<file path="config.mk">
export PLATFORM = sky130hd
export DESIGN_NAME = port_fifo
export DESIGN_NICKNAME = d
export VERILOG_FILES = /design/src/rtl/port_fifo.sv
export SDC_FILE = /design/constraint.sdc
export NUM_CORES = 1
export LEC_CHECK = 0
export BUFFER_PORTS_ARGS = -buffer_cell sky130_fd_sc_hd__buf_2
export CAP_MARGIN = 25
export CORE_ASPECT_RATIO = 1.4
export CORE_MARGIN = 5
export CORE_UTILIZATION = 45
export CTS_BUF_LIST = sky130_fd_sc_hd__clkbuf_8
export DETAILED_ROUTE_END_ITERATION = 10
export PLACE_DENSITY_LB_ADDON = 0.3
export SYNTH_ARGS = -nofsm -noshare
export SYNTH_HDL_FRONTEND = slang
export SYNTH_SLANG_ARGS = --single-unit
</file>
<file path="constraint.sdc">
create_clock -name clock -period 6.9 [get_ports clock]
set_clock_uncertainty 0.05 [all_clocks]
set_input_delay 2.07 -clock clock [delete_from_list [all_inputs] [get_ports clock]]
set_output_delay 2.07 -clock clock [all_outputs]
set_load 0.01 [all_outputs]
</file>
<file path="src/rtl/port_fifo.sv">
// ---------------------------------------------------------------------------
// port_fifo
//
// Per-port payload buffer sitting between the router switch fabric and the
// serial output port stage. The fabric pushes WIDTH-bit payload words; the
// head word is presented first-word-fall-through on `payload` while `rdy` is
// high. The port serializer drains roughly one word per 33+ cycles, so the
// buffer exists to absorb fabric bursts.
//
// Ports
//   clock        in   1        rising-edge clock
//   reset_n      in   1        asynchronous, active-low reset
//   push         in   1        write din into the tail this cycle
//   din          in   WIDTH    word to store
//   full         out  1        count == DEPTH
//   almost_full  out  1        count >= AF_LEVEL
//   payload      out  WIDTH    head word (FWFT); 0 when empty
//   rdy          out  1        FIFO non-empty
//   pop          in   1        remove the head word this cycle
//   count        out  AW+1     occupancy, 0..DEPTH
//   clr_err      in   1        clears overflow/underflow
//   overflow     out  1        sticky: push seen while full and no pop
//   underflow    out  1        sticky: pop seen while empty
//
// Handshake
//   Write side: a push is accepted on a rising edge when push=1 and either
//   full=0 or a pop is accepted on the same edge. A refused push is dropped
//   and sets overflow. Read side: rdy acts as valid and pop as the consumer's
//   take strobe. A pop is accepted on a rising edge when count != 0; a pop
//   against an empty FIFO is ignored and sets underflow. payload only changes
//   after a clock edge, so a consumer that samples it while rdy=1 and pops on
//   the following edge sees a stable word in between.
// ---------------------------------------------------------------------------
module port_fifo #(
  parameter int WIDTH    = 32,
  parameter int DEPTH    = 16,
  parameter int AW       = 4,
  parameter int AF_LEVEL = 12
) (
  input  logic             clock,
  input  logic             reset_n,
  input  logic             push,
  input  logic [WIDTH-1:0] din,
  output logic             full,
  output logic             almost_full,
  output logic [WIDTH-1:0] payload,
  output logic             rdy,
  input  logic             pop,
  output logic [AW:0]      count,
  input  logic             clr_err,
  output logic             overflow,
  output logic             underflow
);

  localparam logic [AW:0] DEPTH_C = (AW+1)'(DEPTH);
  localparam logic [AW:0] AF_C    = (AW+1)'(AF_LEVEL);

  // Storage is deliberately not reset; occupancy is tracked solely by count,
  // so stale contents are never visible.
  logic [WIDTH-1:0] mem [DEPTH];

  logic [AW-1:0] wr_ptr;
  logic [AW-1:0] rd_ptr;
  logic [AW:0]   count_q;
  logic          overflow_q;
  logic          underflow_q;

  logic empty;
  logic pop_acc;
  logic push_acc;
  logic overflow_evt;
  logic underflow_evt;

  // -------------------------------------------------------------------------
  // Status, all decoded from registered occupancy so there is no
  // input-to-output combinational path.
  // -------------------------------------------------------------------------
  assign empty       = (count_q == '0);
  assign full        = (count_q == DEPTH_C);
  assign almost_full = (count_q >= AF_C);
  assign rdy         = !empty;
  assign count       = count_q;
  assign overflow    = overflow_q;
  assign underflow   = underflow_q;

  // FWFT head word; forced to zero when empty so stale storage never leaks.
  assign payload = empty ? '0 : mem[rd_ptr];

  // -------------------------------------------------------------------------
  // Accept decisions
  // -------------------------------------------------------------------------
  // Pop only counts when something is stored. A push while full is still
  // accepted when a pop frees the head slot on the same edge; in that case
  // wr_ptr == rd_ptr, and the head word has already been consumed from the
  // pre-edge contents before the write lands.
  assign pop_acc       = pop && !empty;
  assign push_acc      = push && (!full || pop_acc);
  assign overflow_evt  = push && !push_acc;
  assign underflow_evt = pop && empty;

  // -------------------------------------------------------------------------
  // Storage write
  // -------------------------------------------------------------------------
  always_ff @(posedge clock) begin
    if (push_acc) begin
      mem[wr_ptr] <= din;
    end
  end

  // -------------------------------------------------------------------------
  // Pointers and occupancy. Pointers are AW bits wide, so DEPTH-1 wraps to 0
  // naturally; full/empty never look at the pointers.
  // -------------------------------------------------------------------------
  always_ff @(posedge clock or negedge reset_n) begin
    if (!reset_n) begin
      wr_ptr  <= '0;
      rd_ptr  <= '0;
      count_q <= '0;
    end else begin
      if (push_acc) begin
        wr_ptr <= wr_ptr + AW'(1);
      end
      if (pop_acc) begin
        rd_ptr <= rd_ptr + AW'(1);
      end
      unique case ({push_acc, pop_acc})
        2'b10:   count_q <= count_q + (AW+1)'(1);
        2'b01:   count_q <= count_q - (AW+1)'(1);
        default: count_q <= count_q;
      endcase
    end
  end

  // -------------------------------------------------------------------------
  // Sticky error flags. A new error on the same edge as clr_err wins, so an
  // event is never lost to a concurrent clear.
  // -------------------------------------------------------------------------
  always_ff @(posedge clock or negedge reset_n) begin
    if (!reset_n) begin
      overflow_q  <= 1'b0;
      underflow_q <= 1'b0;
    end else begin
      if (overflow_evt) begin
        overflow_q <= 1'b1;
      end else if (clr_err) begin
        overflow_q <= 1'b0;
      end
      if (underflow_evt) begin
        underflow_q <= 1'b1;
      end else if (clr_err) begin
        underflow_q <= 1'b0;
      end
    end
  end

endmodule
</file>
# Word level (Yosys, flattened, before mapping)
# Memories as Yosys holds them, arrays and structs flattened.
# Index checks and enable logic that the tools add are counted.
# Widths: inputs -> output; s select.
[classes] n_reduce_logical=12 mux=7 n_addsub=4 magnitude_cmp=1 eq_ne=3
[op_table] cell="$mux 32" count=1
[op_table] cell="$pmux 5 s2" count=1
[op_table] cell="$add 4x1->4 const B" count=2
[op_table] cell="$reduce_bool 2->1" count=3
[op_table] cell="$add 5x1->5 const B" count=1
[op_table] cell="$eq 5x5->1 const B" count=1
[op_table] cell="$ge 5x4->1 const B" count=1
[op_table] cell="$logic_not 5->1" count=1
[op_table] cell="$mux 1" count=5
[op_table] cell="$sub 5x1->5 const B" count=1
[op_table] cell="$logic_and 1x1->1" count=4
[op_table] cell="$logic_not 1->1" count=3
[op_table] cell="$eq 2x1->1 const B" count=1
[op_table] cell="$eq 2x2->1 const B" count=1
[op_table] cell="$logic_or 1x1->1" count=1
[word_totals] output_inout_bits=42 reg_bits=15 in_bits=37 memories=1 ram_bits=512 elab_cells=33
[memory_table] name="mem" depth=16 width=32 read_ports=1 rd_ports_with_merged_regs=0 wr=1 line="60" source="logic [WIDTH-1:0] mem [DEPTH];"

# Depth between registers and ports, before layout
[logic_depth] depth_word=8 ltp_mapped=11 mapped_depth_nobuf=9

# Least setup slack after synthesis
# Ideal clock, no wire load.
[synth_path] kind="input -> register" from="in pop" to="mem mem[3][0], enable pin" path_slack_ps=931 t_required_ps=6349 cell_stages=3 arrival_ps=5418 n_path_buf=1 path_cell_list="o31ai_4 > buf_2 > nor4_1"
[synth_between] elab_chain_len=5
[synth_lines] element="start, declared" line="48" source="input logic pop,"
[synth_lines] element="$logic_and 1x1->1" line="96" source="assign pop_acc = pop && !empty;"
[synth_lines] element="$logic_or 1x1->1" line="97" source="assign push_acc = push && (!full || pop_acc);"
[synth_lines] element="$logic_and 1x1->1" line="97"
[synth_lines] element="$mux 1" line="105" source="if (push_acc) begin"
[synth_lines] element="$mux 1 (implied by the code)" line="106" source="mem[wr_ptr] <= din;"
[synth_lines] element="end, declared" line="60"
# Every way passes these cells.

# Worst setup path after layout
[layout_path] from="reg count_q[2] (netlist: count[2])" to="out payload[26]"
[layout_between] elab_chain_len=2
[layout_lines] element="start, declared" line="64" source="logic [AW:0] count_q;"
[layout_lines] element="start signal, assigned" line="127" source="2'b10: count_q <= count_q + (AW+1)'(1);"
[layout_lines] element="start signal, assigned" line="128" source="2'b01: count_q <= count_q - (AW+1)'(1);"
[layout_lines] element="start signal, assigned" line="129" source="default: count_q <= count_q;"
[layout_lines] element="$logic_not 5->1" line="78" source="assign empty = (count_q == '0);"
[layout_lines] element="$mux 32" line="87" source="assign payload = empty ? '0 : mem[rd_ptr];"
[layout_lines] element="end, declared" line="46" source="output logic [WIDTH-1:0] payload,"
# Every way passes these cells.

==> impl_metrics.env <==
export IMPL_regArea_um2=15760
export IMPL_power_leakage_nw=7.475
export IMPL_tightest_slew_ns=1.031
export IMPL_rows=92
export IMPL_min_period_ns=5.559
export IMPL_initial_core_util=0.4549
export IMPL_use_met2=0.3013
export IMPL_max_freq_ghz=0.1799
export IMPL_ioPinCount=79
export IMPL_cp_required_ns=4.78
export IMPL_die_h_um=262.4
export IMPL_synth_nets=938
export IMPL_crit_type="flop to output port"
export IMPL_top_usage_layer="met2"
export IMPL_worst_hold_slack_ns=0.4724
export IMPL_cts_tree="yes"
export IMPL_synth_edf_count=512
export IMPL_dieArea_um2=49920
export IMPL_fin_setup_tns_ns=0
export IMPL_status="complete, no violations"
export IMPL_grt_setup_unrepaired="no"
export IMPL_multi_input_area_um2=4467
export IMPL_grt_overflow=0
export IMPL_cp_arrival_ns=3.44
export IMPL_setup_viol=0
export IMPL_place_congestion=0.6985
export IMPL_hold_buffers=0
export IMPL_h_tree_depth=3
export IMPL_cts_resized=0
export IMPL_async_reset_ff_frac=0.02846
export IMPL_finalNetCount=1080
export IMPL_cts_root_buf="clkbuf_8"
export IMPL_min_period_over_period=0.8056
export IMPL_crit_path_max_fanout=23
export IMPL_p_per_area_nw_per_um2=394.0
export IMPL_irDropWorstVdd_v=0.0001986
export IMPL_grt_max_degree=68
export IMPL_numClockSinks=527
export IMPL_slew_viol_final=0
export IMPL_drive_above_1_share=0.3562
export IMPL_grt_pass1_vias=10356
export IMPL_vias=9518
export IMPL_ctsLongestPathBuffers=3
export IMPL_synth_area_per_cell_um2=22.95
export IMPL_hold_viol=0
export IMPL_core_area_um2=45010
export IMPL_drv_cap=0
export IMPL_grt_usage=0.1722
export IMPL_die_x_um=190.3
export IMPL_place_hpwl_um=23960
export IMPL_grt_first_pass_wirelength_um=64150
export IMPL_total_power_mw=9.088
export IMPL_numCtsBuffers=77
export IMPL_wl_per_cell_um=25.03
export IMPL_via_per_inst=5.582
export IMPL_start_kind="flop"
export IMPL_seq_area_frac_synth=0.7693
export IMPL_max_slew_margin=0.3092
export IMPL_synth_top_flop_cell="edfxtp_1"
export IMPL_syn_area_um2=20470
export IMPL_n_fill_cell=3577
export IMPL_port_buffer_count=78
export IMPL_use_met1=0.2205
export IMPL_clkTransAtPathRegs_ns=0.06
export IMPL_antenna_found_initial=4
export IMPL_post_cts_buffers=0
export IMPL_clk_latency_ns=0.62
export IMPL_drc=0
export IMPL_synthDistinctLibCells=39
export IMPL_ys_warn_count=0
export IMPL_ys_seq_elements=527
export IMPL_use_met3=0.03335
export IMPL_area_growth_pct=12.66
export IMPL_cp_end_kind="output port"
export IMPL_synthCells=892
export IMPL_ant_nets=0
export IMPL_drt_pass1_iterations=5
export IMPL_hold_path_class="flop to flop"
export IMPL_first_iter_violations=638
export IMPL_drt_total_wl_um=42670
==> power breakdown <==
part	internal, mW	switching (mW)
logic	1.38	1.37
clock network	1.05	1.13
registers	3.86	0.304
total	6.29	2.80
==> stage by stage <==
step,util,cell area [µm²],setup slack [ns],std cells
after floorplan,-,20470,0.9309,892
after global placement,0.4813,21660,1.974,1562
after detailed placement,0.4826,21720,1.937,1565
after CTS,0.5119,23040,1.247,1702
after global routing,0.5124,23060,1.140,1704
final,0.5125,23060,1.341,1705
==> metal layers <==
layer / vias up / routed length, µm
met5: - / 18
met3: 57 / 2254
met4: 4 / 704
met1: 5125 / 16910
met2: 261 / 22780
li1: 4071 / -
==> critical path, stage by stage (launching register included) <==
cell	delay [ns]
dfrtp_1	0.48
or4_4	0.62
o211ai_4	0.83
buf_4	0.38
nor2b_1	0.07
a221o_1	0.29
buf_2	0.15
==> cells by family after synthesis <==
logic type               count (synthesis)  synth area share
AND/OR/NAND/NOR                         83           0.02341
multiplexers                           163            0.1601
buffers and inverters                   55           0.01632
flip-flops                             527            0.7693
AO/OA/AOI/OAI                           43           0.02029
adder cells (fa/ha/maj)                  9          0.005500
XOR/XNOR                                12          0.005133
==> flip-flops by register name, summed over array words and instances (netlist names) <==
signal,flops
mem,512
count,5
rd_ptr,4
wr_ptr,4
overflow,1
underflow,1
==> synthesized netlist by cell type (all sizes together) (5+ instances only) <==
cell | n | share of area
nand3 | 6 | 0.0015
nor2 | 11 | 0.0024
a221o | 32 | 0.016
buf | 39 | 0.013
nand2 | 10 | 0.0018
ha | 9 | 0.0055
dfrtp | 15 | 0.018
clkbuf | 8 | 0.0015
xor2 | 5 | 0.0021
nor2b | 32 | 0.0098
inv | 8 | 0.0015
nor3 | 5 | 0.0012
mux4 | 128 | 0.14
edfxtp | 512 | 0.75
mux2 | 35 | 0.019
xnor2 | 7 | 0.0030
==> cell usage in the layout, fill, tap and decap left out, types with 2 or more instances in the layout <==
master / synthesis / routed
xnor2_1: 7 / 7
nor2b_1: 32 / 32
mux4_2: 128 / 128
nand4_1: 2 / 2
nor2_1: 10 / 5
nand4b_1: 2 / 2
mux2_2: 34 / 34
and3_2: 0 / 4
clkbuf_8: 0 / 77
buf_2: 24 / 78
buf_12: 3 / 7
dfrtp_4: 0 / 3
xor2_1: 5 / 5
clkinv_1: 0 / 15
ha_1: 9 / 9
diode_2: 0 / 2
a21oi_1: 2 / 2
buf_4: 0 / 25
inv_1: 8 / 38
clkinv_2: 0 / 10
dfrtp_1: 15 / 12
o21ai_0: 4 / 4
nor3_2: 0 / 4
nand3_1: 6 / 6
and2_2: 0 / 3
edfxtp_1: 512 / 512
nor2_4: 1 / 6
a221o_1: 32 / 32
clkinvlp_4: 0 / 3
nand2_1: 10 / 10
inv_6: 0 / 2
==> final timing paths <==
| path | start | to | slack (ns) | cells after the start |
|---|---|---|---|---|
| setup / recovery | count[2] | payload[26] | 1.34 | 6 |
| hold / removal | overflow | overflow | 0.47 | 2 |
| setup reg to reg | count[2] | count[4] | 3.88 | 9 |
| hold reg to reg | overflow | overflow | 0.47 | 2 |
| max in group asynchronous | reset_n | rd_ptr[0] | 5.10 | 1 |
| min in group asynchronous | reset_n | wr_ptr[1] | 1.33 | 1 |
==> layout make-up <==
type,count,area share
clock inverters,60,0.01123
clock buffers,77,0.04595
repair buffers,110,0.03114
multi-input cells,310,0.1937
diodes,2,0.0002170
well taps,611,0.03315
flip-flops and latches,527,0.6834
inverters,8,0.001302
(Power assumes the default switching activity.)
